**src/rtl/perip_pwm_pkg.sv**
```systemverilog
// Shared constants for the LED PWM / buzzer peripheral: parameter defaults,
// capture synchronizer depth and the slot order of the configuration words.
package perip_pwm_pkg;

    localparam int   CNT_W_DEF   = 32;
    localparam logic LED_POL_DEF = 1'b1;
    localparam int   SYNC_DEPTH  = 2;

    localparam int NUM_CFG = 5;
    localparam int NUM_LED = 3;

    // Slot order of the configuration words in the capture array
    localparam int CFG_LED_FREQ  = 0;
    localparam int CFG_BZ_FREQ   = 1;
    localparam int CFG_LEDR_DUTY = 2;
    localparam int CFG_LEDG_DUTY = 3;
    localparam int CFG_LEDB_DUTY = 4;

endpackage

```
**src/rtl/perip_cfg_sync.sv**
```systemverilog
// Stable-capture of one multi-bit configuration word arriving from another
// clock domain: the word is accepted only when two consecutive samples agree.
module perip_cfg_sync
    import perip_pwm_pkg::*;
#(
    parameter int W = CNT_W_DEF
) (
    input  logic         CLK,
    input  logic         RST_n,
    input  logic [W-1:0] raw,
    output logic [W-1:0] value
);

    logic [W-1:0] stage_reg [SYNC_DEPTH];
    logic [W-1:0] value_reg;

    always_ff @(posedge CLK or negedge RST_n) begin
        if (!RST_n) begin
            for (int i = 0; i < SYNC_DEPTH; i++) begin
                stage_reg[i] <= '0;
            end
            value_reg <= '0;
        end else begin
            stage_reg[0] <= raw;
            for (int i = 1; i < SYNC_DEPTH; i++) begin
                stage_reg[i] <= stage_reg[i-1];
            end
            // A word caught mid-transition differs from its neighbour sample,
            // so it can never be accepted.
            if (stage_reg[SYNC_DEPTH-1] == stage_reg[SYNC_DEPTH-2]) begin
                value_reg <= stage_reg[SYNC_DEPTH-1];
            end
        end
    end

    assign value = value_reg;

endmodule

```
**src/rtl/perip_led_bz_pwm.sv**
```systemverilog
// Three-channel LED PWM with period-aligned duty updates, plus a square-wave
// buzzer driver; configuration words come from the flexbus clock domain.
module perip_led_bz_pwm
    import perip_pwm_pkg::*;
#(
    parameter int   CNT_W   = CNT_W_DEF,
    parameter logic LED_POL = LED_POL_DEF
) (
    input  logic             CLK,
    input  logic             RST_n,
    input  logic [CNT_W-1:0] LED_FREQ_Reg,
    input  logic [CNT_W-1:0] BZ_FREQ_Reg,
    input  logic [CNT_W-1:0] LEDR_Puty_Reg,
    input  logic [CNT_W-1:0] LEDG_Puty_Reg,
    input  logic [CNT_W-1:0] LEDB_Puty_Reg,
    output logic             LED_R,
    output logic             LED_G,
    output logic             LED_B,
    output logic             BZ_OUT,
    output logic             PERIOD_TICK
);

    localparam logic [CNT_W-1:0] CNT_ONE = CNT_W'(1);

    logic [CNT_W-1:0] cfg_raw [NUM_CFG];
    logic [CNT_W-1:0] cfg_acc [NUM_CFG];

    assign cfg_raw[CFG_LED_FREQ]  = LED_FREQ_Reg;
    assign cfg_raw[CFG_BZ_FREQ]   = BZ_FREQ_Reg;
    assign cfg_raw[CFG_LEDR_DUTY] = LEDR_Puty_Reg;
    assign cfg_raw[CFG_LEDG_DUTY] = LEDG_Puty_Reg;
    assign cfg_raw[CFG_LEDB_DUTY] = LEDB_Puty_Reg;

    genvar gi;
    generate
        for (gi = 0; gi < NUM_CFG; gi++) begin : g_sync
            perip_cfg_sync #(
                .W(CNT_W)
            ) u_sync (
                .CLK   (CLK),
                .RST_n (RST_n),
                .raw   (cfg_raw[gi]),
                .value (cfg_acc[gi])
            );
        end
    endgenerate

    // ------------------------------------------------------------------
    // LED PWM
    // ------------------------------------------------------------------
    logic [CNT_W-1:0]   period_reg;
    logic [CNT_W-1:0]   duty_reg [NUM_LED];
    logic [CNT_W-1:0]   cnt_reg;
    logic               period_end;
    logic               shadow_load;
    logic [NUM_LED-1:0] led_on;
    logic [NUM_LED-1:0] led_reg;
    logic               tick_reg;

    assign period_end  = (period_reg != '0) && (cnt_reg == period_reg - CNT_ONE);
    // Shadows change only at a period boundary so a period never mixes two
    // settings; an idle (zero-period) channel picks up new values at once.
    assign shadow_load = period_end || (period_reg == '0);

    generate
        for (gi = 0; gi < NUM_LED; gi++) begin : g_led
            assign led_on[gi] = (period_reg != '0) && (cnt_reg < duty_reg[gi]);
        end
    endgenerate

    always_ff @(posedge CLK or negedge RST_n) begin
        if (!RST_n) begin
            period_reg <= '0;
            for (int i = 0; i < NUM_LED; i++) begin
                duty_reg[i] <= '0;
            end
            cnt_reg  <= '0;
            led_reg  <= {NUM_LED{~LED_POL}};
            tick_reg <= 1'b0;
        end else begin
            if (shadow_load) begin
                period_reg <= cfg_acc[CFG_LED_FREQ];
                for (int i = 0; i < NUM_LED; i++) begin
                    duty_reg[i] <= cfg_acc[CFG_LEDR_DUTY + i];
                end
            end

            if ((period_reg == '0) || period_end) begin
                cnt_reg <= '0;
            end else begin
                cnt_reg <= cnt_reg + CNT_ONE;
            end

            // Outputs trail cnt by one cycle; the tick is delayed alongside
            // so it marks the last LED cycle of the period as seen outside.
            led_reg  <= led_on ^ {NUM_LED{~LED_POL}};
            tick_reg <= period_end;
        end
    end

    assign LED_R       = led_reg[0];
    assign LED_G       = led_reg[1];
    assign LED_B       = led_reg[2];
    assign PERIOD_TICK = tick_reg;

    // ------------------------------------------------------------------
    // Buzzer: runs on the live accepted half-period, not a shadow
    // ------------------------------------------------------------------
    logic [CNT_W-1:0] half_period;
    logic [CNT_W-1:0] bz_cnt_reg;
    logic             bz_reg;

    assign half_period = cfg_acc[CFG_BZ_FREQ];

    always_ff @(posedge CLK or negedge RST_n) begin
        if (!RST_n) begin
            bz_cnt_reg <= '0;
            bz_reg     <= 1'b0;
        end else if (half_period == '0) begin
            bz_cnt_reg <= '0;
            bz_reg     <= 1'b0;
        end else if (bz_cnt_reg >= half_period - CNT_ONE) begin
            // >= rather than == so a shrinking half-period cannot strand the
            // counter above the new limit.
            bz_cnt_reg <= '0;
            bz_reg     <= ~bz_reg;
        end else begin
            bz_cnt_reg <= bz_cnt_reg + CNT_ONE;
        end
    end

    assign BZ_OUT = bz_reg;

endmodule
```
**config.mk**
```make
export PLATFORM = sky130hd
export DESIGN_NAME = perip_led_bz_pwm
export DESIGN_NICKNAME = d
export VERILOG_FILES = /design/src/rtl/perip_pwm_pkg.sv /design/src/rtl/perip_cfg_sync.sv /design/src/rtl/perip_led_bz_pwm.sv
export SDC_FILE = /design/constraint.sdc
export NUM_CORES = 1
export LEC_CHECK = 0
export BUFFER_PORTS_ARGS = -buffer_cell sky130_fd_sc_hd__buf_2
export CAP_MARGIN = 0
export CELL_PAD_IN_SITES_DETAIL_PLACEMENT = 0
export CELL_PAD_IN_SITES_GLOBAL_PLACEMENT = 2
export CORE_MARGIN = 3
export CORE_UTILIZATION = 47
export DETAILED_ROUTE_END_ITERATION = 10
export GPL_TIMING_DRIVEN = 0
export PLACE_DENSITY_LB_ADDON = 0.1
export SYNTH_ARGS = -nofsm -noshare
export SYNTH_HDL_FRONTEND = slang
export SYNTH_SLANG_ARGS = --single-unit
```
**constraint.sdc**
```tcl
create_clock -name CLK -period 6.2 [get_ports CLK]
set_input_delay 0.62 -clock CLK [delete_from_list [all_inputs] [get_ports CLK]]
set_output_delay 0.62 -clock CLK [all_outputs]
set_load 0.02 [all_outputs]
```
### Word-level counts from Yosys, hierarchy flattened

Cells that the tools add are included.
W data, S select, Z words.

| storage, ports and cells | value |
|---|---|
| register bits after elaboration | 677 |
| input bits | 162 |
| output and inout port bits | 5 |
| word-level logic and storage cells | 53 |

| operators by class | value |
|---|---|
| $add $sub $neg | 4 |
| order comparisons | 4 |
| equality and inequality tests | 6 |
| multiplexer cells | 5 |
| bitwise operators | 1 |
| reduce and logical (&&, ||, !) cells | 9 |

Operators by type and width:

| cell | count |
|---|---|
| $eq A32 B32 Y1 | 6 |
| $lt A32 B32 Y1 | 3 |
| $mux W32 | 3 |
| $add A32 B1 Y32 const B | 2 |
| $logic_not A32 Y1 | 2 |
| $sub A32 B1 Y32 const B | 2 |
| $ge A32 B32 Y1 | 1 |
| $reduce_bool A32 Y1 | 1 |
| $logic_and A1 B1 Y1 | 4 |
| $mux W1 | 2 |
| $reduce_bool A2 Y1 | 1 |
| $logic_or A1 B1 Y1 | 1 |
| $not A1 Y1 | 1 |

### Depth between registers and ports, before layout

Gate-level depths: netlist of the first run.

| logic depth | value |
|---|---|
| word-level depth | 5 |
| mapped depth | 16 |

### Cells and area by module

A second synthesis of the first run with hierarchy kept.

| second synthesis, totals | value |
|---|---|
| cells, all modules | 2132 |
| area, all modules | 29059.1 um2 |

By module, submodules not included:

| module | instances | cells an instance | area an instance (um2) |
|---|---|---|---|
| perip_cfg_sync | 5 | 174 | 3270.6 |
| perip_led_bz_pwm | 1 | 1262 | 12705.9 |

### Worst setup path after synthesis of the first run

Ideal clock, no wire load.

| path | value |
|---|---|
| path kind | register -> register |
| from | register g_sync[1].u_sync.value_reg[5] |
| to | register bz_reg, in the netlist BZ_OUT |
| library setup time | 0.125 ns |
| arrival time | 3.832 ns |
| data required time | 6.075 ns |
| path slack | 2.244 ns |
| cell stages (with the launch flop) | 16 |
| period minus slack after synthesis | 3.956 ns |
| path through | dfrtp_1 -> nor4_1 -> nand4_1 -> nand2b_1 -> nand2b_1 -> nor2_1 -> xnor2_1 -> ha_1 -> a21o_1 -> a21o_1 -> a21o_1 -> a211oi_1 -> o21bai_1 -> a2111oi_0 -> o21ai_1 -> mux2_2 |

| between the ends | value |
|---|---|
| longest elaborated chain between the ends | 3 |
| elaborated cells on any way between the ends | 5 |
| classes of those cells | 1 x add/sub; 1 x order compare; 1 x mux; 2 x reduce/logical |

Ends and longest elaborated chain:

| item | RTL line | source |
|---|---|---|
| from (decl) | perip_cfg_sync.sv:15 | `logic [W-1:0] value_reg;` |
| from (signal assigned) | perip_cfg_sync.sv:31 | `value_reg <= stage_reg[SYNC_DEPTH-1];` |
| $sub A32 B1 Y32 | perip_led_bz_pwm.sv:122 | `end else if (bz_cnt_reg >= half_period - CNT_ONE) begin` |
| $ge A32 B32 Y1 | perip_led_bz_pwm.sv:122 |  |
| $reduce_bool A2 Y1 (no line) | n/a |  |
| to (signal assigned) | perip_led_bz_pwm.sv:126 | `bz_reg <= ~bz_reg;` |
| to (decl) | perip_led_bz_pwm.sv:111 | `logic bz_reg;` |

Parallel ways exist; a longest one is shown, timed or not.
A chain may end at the register's enable or synchronous reset.

### Worst setup path in the final report of the first run

| path | value |
|---|---|
| from | register g_sync[1].u_sync.value_reg[5] |
| to | register bz_cnt_reg[27] |

| between the ends | value |
|---|---|
| longest elaborated chain between the ends | 4 |
| elaborated cells on any way between the ends | 5 |
| classes of those cells | 1 x add/sub; 1 x order compare; 2 x mux; 1 x reduce/logical |

Ends and longest elaborated chain:

| item | RTL line | source |
|---|---|---|
| $sub A32 B1 Y32 | perip_led_bz_pwm.sv:122 |  |
| $ge A32 B32 Y1 | perip_led_bz_pwm.sv:122 |  |
| $mux W32 | perip_led_bz_pwm.sv:122 |  |
| $mux W32 (*) | perip_led_bz_pwm.sv:119 | `end else if (half_period == '0) begin` |
| to (signal assigned) | perip_led_bz_pwm.sv:128 | `bz_cnt_reg <= bz_cnt_reg + CNT_ONE;` |
| to (decl) | perip_led_bz_pwm.sv:110 | `logic [CNT_W-1:0] bz_cnt_reg;` |

Every way passes the cells marked *; elsewhere a longest branch is shown, timed or not.

==> out/qor.yml, run 1 <==
root_buffer: "clkbuf_16"
row_count: 89
crit_fanout: 10
max_cap_viol_count: 0
maxSlewViolCount: 0
synthCells: 2146
setup_viol: 0
reg2reg_depth: 16
grt_pass1_wl_mm: 101.4
core-area_sq_um: 59690
holdWs_ns: 0.1096
layout_commonest_cell: "dfrtp_1"
worstHoldPathType: "primary input to register"
r2r-end: "bz_cnt_reg[27]$_DFF_PN0_"
numCtsBuffers: 74
ff2ff_setup_slack_ns: 1.03
grtUsageTotal_pct: 20.57
die_x_um: 253.2
skew_ns: 0.01929
async_flop_share_pct: 100.0
final_area_sq_um: 33210
antenna_left: 0
synth_edf_count: 0
syn2layout_area_growth_pct: 15.62
rr_startpoint: "g_sync[1].u_sync.value[5]$_DFFE_PN0N_"
io-pin-count: 167
ys_ff_latch: 677
htreeDepth: 3
peakVddDrop_v: 0.0002763
drc_errors: 0
num_vias: 16960
clock_sinks: 677
start_util_pct: 48.12
dr_wl_met2_mm: 28.15
hold_viol: 0
dr_wl_met3_mm: 2.022
met1_length_mm: 32.35
topRoutingLayerUsed: "met4"
final_cell_mix: "dfrtp_1 (677), xnor2_1 (233), mux2_2 (223)"
synth_flop_cell: "dfrtp_1"
min_to: "g_sync[0].u_sync.stage_reg[34]$_DFF_PN0_"
port_buffers: 166
hold_start: "LED_FREQ_Reg[2]"
placed_area_sq_um: 30700
post-dp-hpwl_mm: 45.93
period_share_pct: 83.46
cts_tree: "done"
wl_per_cell_um: 19.85
antennaDiodeCount: 0
fmax_mhz: 193.2
fp.dieH_um: 253.2
wl_mm: 63.98
postCtsHoldBufs: 1
outcome: "completed"
dieArea_sq_um: 64120
yosysSeqAreaShare_pct: 58.98
viasPerCell: 5.263
synth_fp_nets: 2438
worstPathArrival_ns: 5.70
gp_congestion: 0.8514
grt_pass1_vias: 17560
required_ns: 6.72
drtPass1Iterations: 5
p_per_area_nw_per_um2: 281.8
postCtsSetupRepairBufs: 0
netlist_area_sq_um: 28720
holdPathStages: 1
grt_max_degree: 125
drt_iter0_drc: 888
tightest_slew_ns: 1.275
insertion_delay_ns: 0.61
drive_above_1_share_pct: 24.41
p_leak_nw: 15.82
antenna_found_initial: 0
slew_headroom_pct: 14.22
cts_resized: 0
end_kind: "register"
cp-start-kind: "register"
period_needed_ns: 5.175
clk_path_buf_depth: 3
syn_area_per_cell_sq_um: 13.38
largest_reg_flops: 320
grt-ovfl-total: 0
fin_total_pwr_mw: 9.358
nets: 2687
clkTransAtPathRegs_ns: 0.06
yosysWarnings: 0
worstSetupPathType: "register to register"
synth.distinct_cells: 61
rsz0062_at_grt: "false"
[metrics by stage]
step / instances / setup slack (ns) / util [%] / TNS [ns]
CTS: 3223 / 1.081 / 55.64 / 0
global placement: 3085 / -9.105 / 51.13 / -6108.20
floorplan: 2146 / 2.244 / - / 0
detailed placement: 3091 / 1.123 / 51.43 / 0
global route: 3223 / 0.5093 / 55.64 / 0
finish: 3223 / 1.025 / 55.64 / 0
[metal layers]
layer | track usage [%] | vias up
li1 | - | 8002
met3 | 2.855 | 99
met2 | 30.46 | 276
met4 | 5.751 | 0
met5 | 0 | -
met1 | 31.72 | 8585
[cell type report]
cell class / instances / area, sq um
well taps: 773 / 967.2
repair buffers: 173 / 1016
fillers: 4979 / 26480
clock inverters: 31 / 424.2
plain buffers: 50 / 256.5
inverters: 118 / 442.9
multi-input cells: 1301 / 11080
clock buffers: 100 / 2079
flip-flops and latches: 677 / 16940
[kinds of logic after synthesis]
family | share of synthesized area (%)
XOR/XNOR | 8.691
AND/OR/NAND/NOR | 8.486
buffers and inverters | 2.435
flip-flops | 58.98
multiplexers | 11.72
AO/OA/AOI/OAI | 4.021
adder cells (fa/ha/maj) | 5.663
[report_power, final]
group	switching (mW)	internal, mW
Combinational	0.133	0.119
Clock	1.79	2.71
Sequential	0.0867	4.53
Total	2.01	7.35
[synthesized netlist by cell type, types with 4 or more instances]
| cell | instances | area (sq um) |
|---|---|---|
| a2111oi_0 | 4 | 35.03 |
| a211o_1 | 4 | 35.03 |
| a211oi_1 | 5 | 37.54 |
| a21o_1 | 49 | 367.9 |
| a21oi_1 | 29 | 145.1 |
| a31oi_1 | 9 | 56.30 |
| and2_1 | 28 | 175.2 |
| and3_1 | 15 | 93.84 |
| and4_1 | 12 | 105.1 |
| buf_1 | 17 | 63.81 |
| buf_2 | 7 | 35.03 |
| buf_6 | 7 | 78.83 |
| clkbuf_1 | 17 | 63.81 |
| dfrtp_1 | 677 | 16940 |
| ha_1 | 130 | 1627 |
| inv_1 | 118 | 442.9 |
| mux2_2 | 223 | 2511 |
| mux2_4 | 57 | 855.8 |
| nand2_1 | 47 | 176.4 |
| nand2b_1 | 12 | 75.07 |
| nand3_1 | 33 | 165.2 |
| nand3b_1 | 5 | 37.54 |
| nand4_1 | 86 | 538.0 |
| nor2_1 | 91 | 341.6 |
| nor2b_1 | 19 | 118.9 |
| nor3_1 | 26 | 130.1 |
| nor4_1 | 34 | 212.7 |
| o211ai_1 | 7 | 52.55 |
| o21ai_0 | 19 | 95.09 |
| o2bb2ai_1 | 11 | 96.34 |
| o31ai_1 | 4 | 30.03 |
| or2_2 | 5 | 31.28 |
| or3_1 | 4 | 25.02 |
| or4_1 | 10 | 75.07 |
| xnor2_1 | 233 | 2041 |
| xor2_1 | 52 | 455.4 |
[critical path: stages (launching register included)]
cell	delay, ns
dfrtp_1	0.40
nor4_1	0.98
nand4_1	0.36
nand2b_1	0.29
nand2b_1	0.23
nor2_1	0.16
xnor2_1	0.16
ha_1	0.28
a21o_1	0.18
a21o_1	0.17
a21o_1	0.17
a211oi_1	0.24
o21bai_1	0.10
a2111oi_0	0.41
o21ai_1	0.35
clkbuf_1	0.39
nor2_1	0.21
[worst max path at each step]
stage               slack [ns]                                       end                                  start
floorplan                 2.24                        BZ_OUT$_DFFE_PN0P_  g_sync[1].u_sync.value[5]$_DFFE_PN0N_
global placement         -9.11  g_sync[4].u_sync.stage_reg[41]$_DFF_PN0_                                  RST_n
detailed placement        1.12                  bz_cnt_reg[28]$_DFF_PN0_  g_sync[1].u_sync.value[5]$_DFFE_PN0N_
CTS                       1.08                  bz_cnt_reg[27]$_DFF_PN0_  g_sync[1].u_sync.value[5]$_DFFE_PN0N_
global route              0.51                  bz_cnt_reg[27]$_DFF_PN0_  g_sync[1].u_sync.value[5]$_DFFE_PN0N_
finish                    1.03                  bz_cnt_reg[27]$_DFF_PN0_  g_sync[1].u_sync.value[5]$_DFFE_PN0N_
Power figures use the tool's default switching activity.
==> inputs of run 2 (changes only) <==
CORE_UTILIZATION = 39   (was 47)
clock period = 4.25 ns   (was 6.2 ns; I/O delays follow)
==> out/qor.yml, run 2 (same netlist as run 1, synthesis figures left out) <==
worstHoldPathType: "register to register"  # was primary input to register
clkTransAtPathRegs_ns: 0.06  # about the same
layout_commonest_cell: "dfrtp_1"  # unchanged
die_x_um: 277.4  # was 253.2 um
nets: 2859  # was 2687
syn2layout_area_growth_pct: 23.73  # was 15.62%
io-pin-count: 167  # unchanged
wl_per_cell_um: 19.19  # was 19.85 um
maxSlewViolCount: 0  # unchanged
outcome: "completed"  # unchanged
core-area_sq_um: 72220  # was 59690 sq um
clock_sinks: 677  # unchanged
wl_mm: 68.74  # was 63.98 mm
drtPass1Iterations: 5  # unchanged
largest_reg_flops: 320  # unchanged
multiInputGateArea_sq_um: 11240  # was 11080 sq um
dieArea_sq_um: 76940  # was 64120 sq um
final_cell_mix: "dfrtp_1 (674), xnor2_1 (233), mux2_2 (223)"  # was dfrtp_1 (677), xnor2_1 (233), mux2_2 (223)
tightest_slew_ns: 0.8300  # was 1.275 ns
row_count: 98  # was 89
max_cap_viol_count: 0  # unchanged
postLayoutCoreUtil_pct: 49.21  # was 55.64%
cp-start-kind: "register"  # unchanged
p_leak_nw: 16.75  # was 15.82 nW
grt_pass1_vias: 18600  # was 17.56k
antenna_found_initial: 2  # was 0
insertion_delay_ns: 0.62  # was 0.61 ns
start_util_pct: 39.77  # was 48.12%
drive_above_1_share_pct: 24.49  # was 24.41%
grt-ovfl-total: 0  # unchanged
clk_path_buf_depth: 3  # unchanged
grtUsageTotal_pct: 18.23  # was 20.57%
gp_congestion: 0.8276  # was 0.8514
fin_total_pwr_mw: 14.37  # was 9.358 mW
fp.dieH_um: 277.4  # was 253.2 um
num_vias: 17600  # was 16.96k
htreeDepth: 3  # unchanged
required_ns: 4.74  # was 6.72 ns
period_share_pct: 95.89  # was 83.46%
grt_max_degree: 124  # was 125
skew_ns: 0.02005  # was 0.01929 ns
cts_tree: "done"  # unchanged
end_kind: "register"  # unchanged
antenna_left: 0  # unchanged
numCtsBuffers: 78  # was 74
seq_area_sq_um: 16950  # was 16940 sq um
drc_errors: 0  # unchanged
crit_fanout: 10  # unchanged
viasPerCell: 4.912  # was 5.263
final_cells: 3582  # was 3223
fmax_mhz: 245.4  # was 193.2 MHz
hold_viol: 0  # unchanged
worstPathArrival_ns: 4.56  # was 5.70 ns
setup_viol: 0  # unchanged
port_buffers: 166  # unchanged
period_needed_ns: 4.075  # was 5.175 ns
worstSetupPathType: "register to register"  # unchanged
grt_pass1_wl_mm: 109.4  # was 101.4 mm
peakVddDrop_v: 0.0003047  # was 0.0002763 V
post-dp-hpwl_mm: 48.74  # was 45.93 mm
p_per_area_nw_per_um2: 404.3  # was 281.8 nW/um^2
n_fill_cell: 6419  # was 4979
root_buffer: "clkbuf_16"  # unchanged
drt_iter0_drc: 794  # was 888
slew_headroom_pct: 44.67  # was 14.22%
dp.cells: 3267  # was 3091
[run 2: final timing paths]
path / from / endpoint / slack [ns] / cells past startpoint
setup / recovery: period_reg[8]$_DFFE_PN0N_ / period_reg[4]$_DFFE_PN0N_ / 0.17 / 12
hold / removal: g_sync[3].u_sync.stage_reg[62]$_DFF_PN0_ / g_sync[3].u_sync.stage_reg[30]$_DFF_PN0_ / 0.38 / 0
setup reg to reg: period_reg[8]$_DFFE_PN0N_ / period_reg[4]$_DFFE_PN0N_ / 0.17 / 12
hold reg to reg: g_sync[3].u_sync.stage_reg[62]$_DFF_PN0_ / g_sync[3].u_sync.stage_reg[30]$_DFF_PN0_ / 0.38 / 0
max in group asynchronous: RST_n / g_sync[4].u_sync.value[24]$_DFFE_PN0N_ / 2.17 / 4
min in group asynchronous: RST_n / bz_cnt_reg[31]$_DFF_PN0_ / 0.46 / 2
[run 2: timing repair]
item | 4_1_cts | 5_1_grt
setup buffers | 3 | 6
gates cloned | 0 | 0
endpoints found under the hold margin | 260 | 0
hold buffers | 161 | 0
gates resized for setup | 12 | 26
setup endpoints to repair | 193 | 192
pin swaps | 2 | 8
[run 2: through the flow]
| step | instance area [sq um] | hold WS, ns | setup slack, ns | TNS [ns] |
|---|---|---|---|---|
| final | 35540 | 0.3822 | 0.1748 | 0 |
| after global routing | 35540 | 0.3953 | -0.03925 | -0.1193 |
| after CTS | 35400 | 0.3819 | 0.02207 | 0 |
| after detailed placement | 30890 | 0.3798 | -0.7352 | -112.48 |
| after global placement | 30740 | 0.3774 | -11.33 | -7722.75 |
| after floorplan | 28720 | 0.1294 | 0.2938 | 0 |
[run 2: critical path: stages, from the launching register on]
cell and delay [ns]:
dfrtp_1 0.36, buf_4 0.16, or4_4 0.56, buf_2 0.21
or4_4 0.52, or4_1 0.54, a22oi_1 0.20, nand4_1 0.16
nor4b_4 0.34, a21oi_4 0.19, buf_6 0.23, buf_6 0.18
mux2_4 0.31
[run 2: power breakdown]
group	total, mW	switching [mW]	internal [mW]
Clock	7.14	2.74	4.41
Combinational	0.491	0.225	0.266
Sequential	6.73	0.129	6.60
Total	14.4	3.09	11.3
[run 2: cell type report]
cell class	instances	area share, %
clock buffer	103	6.298
buffer	50	0.7393
tap	950	3.345
sequential	677	47.68
antenna	2	0.01408
clock inverter	40	1.584
multi-input combinational	1301	31.62
timing repair buffer	341	7.478
inverter	118	1.246
[run 2: routing by layer]
metal	share of wire [%]	vias up	routed length, um	track usage, %
met1	50	8858	34190	27.09
li1	-	8368	-	-
met4	2.3	0	1615	5.186
met3	3.2	97	2175	2.651
met2	45	273	30750	27.78
met5	0	-	0	0
==> inputs of run 3 (changes only) <==
CORE_MARGIN = unset   (was 3)
GPL_TIMING_DRIVEN = 1   (was 0)
==> out/qor.yml, run 3 (same netlist as run 1, synthesis figures left out) <==
start_util_pct: 39.37  # was 39.77%
finalSetupTns_ns: 0  # unchanged
post-dp-hpwl_mm: 47.20  # was 48.74 mm
p_per_area_nw_per_um2: 391.7  # was 404.3 nW/um^2
slew_headroom_pct: 48.51  # was 44.67%
antennaDiodeCount: 0  # was 2
period_needed_ns: 3.949  # was 4.075 ns
drive_above_1_share_pct: 24.34  # was 24.49%
port_buffers: 166  # unchanged
topRoutingLayerUsed: "met4"  # unchanged
die_x_um: 273.4  # was 277.4 um
outcome: "finished with violations"  # was completed
syn2layout_area_growth_pct: 22.35  # was 23.73%
drt_iter0_drc: 698  # was 794
final_cells: 3564  # was 3582
peakVddDrop_v: 0.0003494  # was 0.0003047 V
met1_length_mm: 32.15  # was 34.19 mm
max_cap_viol_count: 0  # unchanged
cts_tree: "done"  # unchanged
postLayoutCoreUtil_pct: 48.17  # was 49.21%
p_comb_share_pct: 3.5  # was 3.4%
skew_ns: 0.02263  # was 0.02005 ns
cp-start-kind: "register"  # unchanged
core-area_sq_um: 72960  # was 72220 sq um
dieArea_sq_um: 74740  # was 76940 sq um
insertion_delay_ns: 0.63  # was 0.62 ns
slowest_delay_ns: 0.59  # was 0.56 ns
grt_max_degree: 114  # was 124
num_vias: 17280  # was 17.60k
rsz0062_at_grt: "false"
clock_sinks: 677  # unchanged
hold_viol: 0  # unchanged
grtUsageTotal_pct: 18.64  # was 18.23%
dr_wl_met3_mm: 2.070  # was 2.175 mm
period_share_pct: 92.93  # was 95.89%
tightest_slew_ns: 0.7653  # was 0.8300 ns
holdWs_ns: 0.3872  # was 0.3822 ns
row_count: 99  # was 98
worstHoldPathType: "primary input to async pin"  # was register to register
dp.cells: 3267  # unchanged
clkTransAtPathRegs_ns: 0.06  # about the same
grt_pass1_vias: 18380  # was 18.60k
maxSlewViolCount: 0  # unchanged
grt-ovfl-total: 0  # unchanged
dr_wl_met2_mm: 31.02  # was 30.75 mm
htreeDepth: 3  # unchanged
end_kind: "register"  # unchanged
viasPerCell: 4.847  # was 4.912
internal_power_mw: 10.72  # was 11.28 mW
worst-path-buf-inv: 1  # was 4
wl_mm: 66.71  # was 68.74 mm
drtPass1Iterations: 8  # was 5
wl_per_cell_um: 18.72  # was 19.19 um
power.share.clock_pct: 47.6  # was 49.7%
crit_slowest_cell: "or4_1"  # was or4_4
drc_errors: 2  # was 0
grt_pass1_wl_mm: 107.2  # was 109.4 mm
p_sw_mw: 3.044  # was 3.090 mW
clk_path_buf_depth: 3  # unchanged
final_cell_mix: "dfrtp_1 (677), xnor2_1 (233), mux2_2 (223)"  # was dfrtp_1 (674), xnor2_1 (233), mux2_2 (223)
antenna_found_initial: 0  # was 2
setup_viol: 0  # unchanged
crit_path_frequent_cell: "a21o_1"
p_leak_nw: 16.57  # was 16.75 nW
required_ns: 4.80  # was 4.74 ns
layout_commonest_cell: "dfrtp_1"  # unchanged
fmax_mhz: 253.2  # was 245.4 MHz
fp.dieH_um: 273.4  # was 277.4 um
numCtsBuffers: 75  # was 78
largest_reg_flops: 320  # unchanged
seqPwrFrac_pct: 48.9  # was 46.9%
gp_congestion: 0.8521  # was 0.8276
worstPathArrival_ns: 4.50  # was 4.56 ns
io-pin-count: 167  # unchanged
worstSetupPathType: "register to register"  # unchanged
crit_family: "simple AND/OR/NAND/NOR gates"  # unchanged
violations: "design-rule violations"
rr_startpoint: "g_sync[1].u_sync.value[17]$_DFFE_PN0N_"  # was period_reg[8]$_DFFE_PN0N_
crit_fanout: 32  # was 10
root_buffer: "clkbuf_16"  # unchanged
nets: 2838  # was 2859
antenna_left: 0  # unchanged
cp-startpoint: "g_sync[1].u_sync.value[17]$_DFFE_PN0N_"  # was period_reg[8]$_DFFE_PN0N_
crit_chain: "or4_1, nor3_2, nand2b_1, nand2b_1, nor2_1, xnor2_1, ha_1, a21o_1, a21o_1, a21o_1, a211oi_1, o21bai_1, a2111oi_2, o21ai_2, buf_4, nor2_1"  # was buf_4, or4_4, buf_2, or4_4, or4_1, a22oi_1, nand4_1, nor4b_4, a21oi_4, buf_6, buf_6, mux2_4
fin_total_pwr_mw: 13.77  # was 14.37 mW
switching_share_pct: 22.11  # was 21.51%
[run 3: cell count changes in the layout (fill, tap and decap cells not counted), sizes merged]
cell and change:
buf -4, bufinv -7, clkbuf -13, clkinv -2
clkinvlp -1, diode -2, inv +2
[run 3: cell type report]
cell class              instances  area, sq um
clock buffers                 104         2167
clock inverters                32        362.8
fillers                      6555        37820
inverters                     118        442.9
multi-input cells            1301        11120
flip-flops and latches        677        16940
well taps                     959         1200
repair buffers                373         2910
[run 3: worst reg2reg max path: cells and delay by family (launching register included)]
| kind | cells | cell delay [ns] |
|---|---|---|
| and+or+nand+nor | 6 | 1.45 |
| buffers and inverters | 1 | 0.25 |
| DFF | 1 | 0.40 |
| xor gates and xnor gates | 1 | 0.14 |
| adders and majority gates | 1 | 0.26 |
| AOI/OAI and AO/OA | 7 | 1.36 |
[run 3: per-stage QoR]
stage                     worst slack [ns]  instance area, sq um
after global routing               0.05219                 35140
final                               0.3006                 35140
after detailed placement            0.1549                 30980
after global placement              0.1724                 30980
after floorplan                     0.2938                 28720
after CTS                           0.1107                 35120
[run 3: repair_timing]
item,CTS,global route
endpoints found under the setup margin,0,32
setup buffers,0,0
resized for setup,0,5
endpoints found under the hold margin,227,0
hold buffers,161,0
[run 3: final timing paths]
kind | end | cells after the start | slack (ns)
max in group asynchronous | g_sync[3].u_sync.stage_reg[21]$_DFF_PN0_ | 3 | 2.60
min reg2reg | g_sync[1].u_sync.stage_reg[27]$_DFF_PN0_ | 0 | 0.39
min in group CLK | g_sync[1].u_sync.stage_reg[27]$_DFF_PN0_ | 0 | 0.39
min | g_sync[1].u_sync.stage_reg[62]$_DFF_PN0_ | 2 | 0.39
max reg2reg | bz_cnt_reg[28]$_DFF_PN0_ | 16 | 0.30
max | bz_cnt_reg[28]$_DFF_PN0_ | 16 | 0.30
[run 3: power by group through the flow]
stage / logic (mW) / registers, mW / clock network [mW]
6_report: 0.483 / 6.73 / 6.55
5_1_grt: 0.550 / 6.75 / 7.06
4_1_cts: 0.503 / 6.73 / 6.77
3_5_place_dp: 0.385 / 6.85 / 0
3_3_place_gp: 0.381 / 6.85 / 0
2_1_floorplan: 0.139 / 6.80 / 0
[run 3: per-layer routing]
metal / vias up / global-route usage, %
met5: - / 0
met4: 0 / 5.057
met3: 93 / 2.877
met2: 248 / 29.66
met1: 8659 / 26.46
li1: 8276 / -
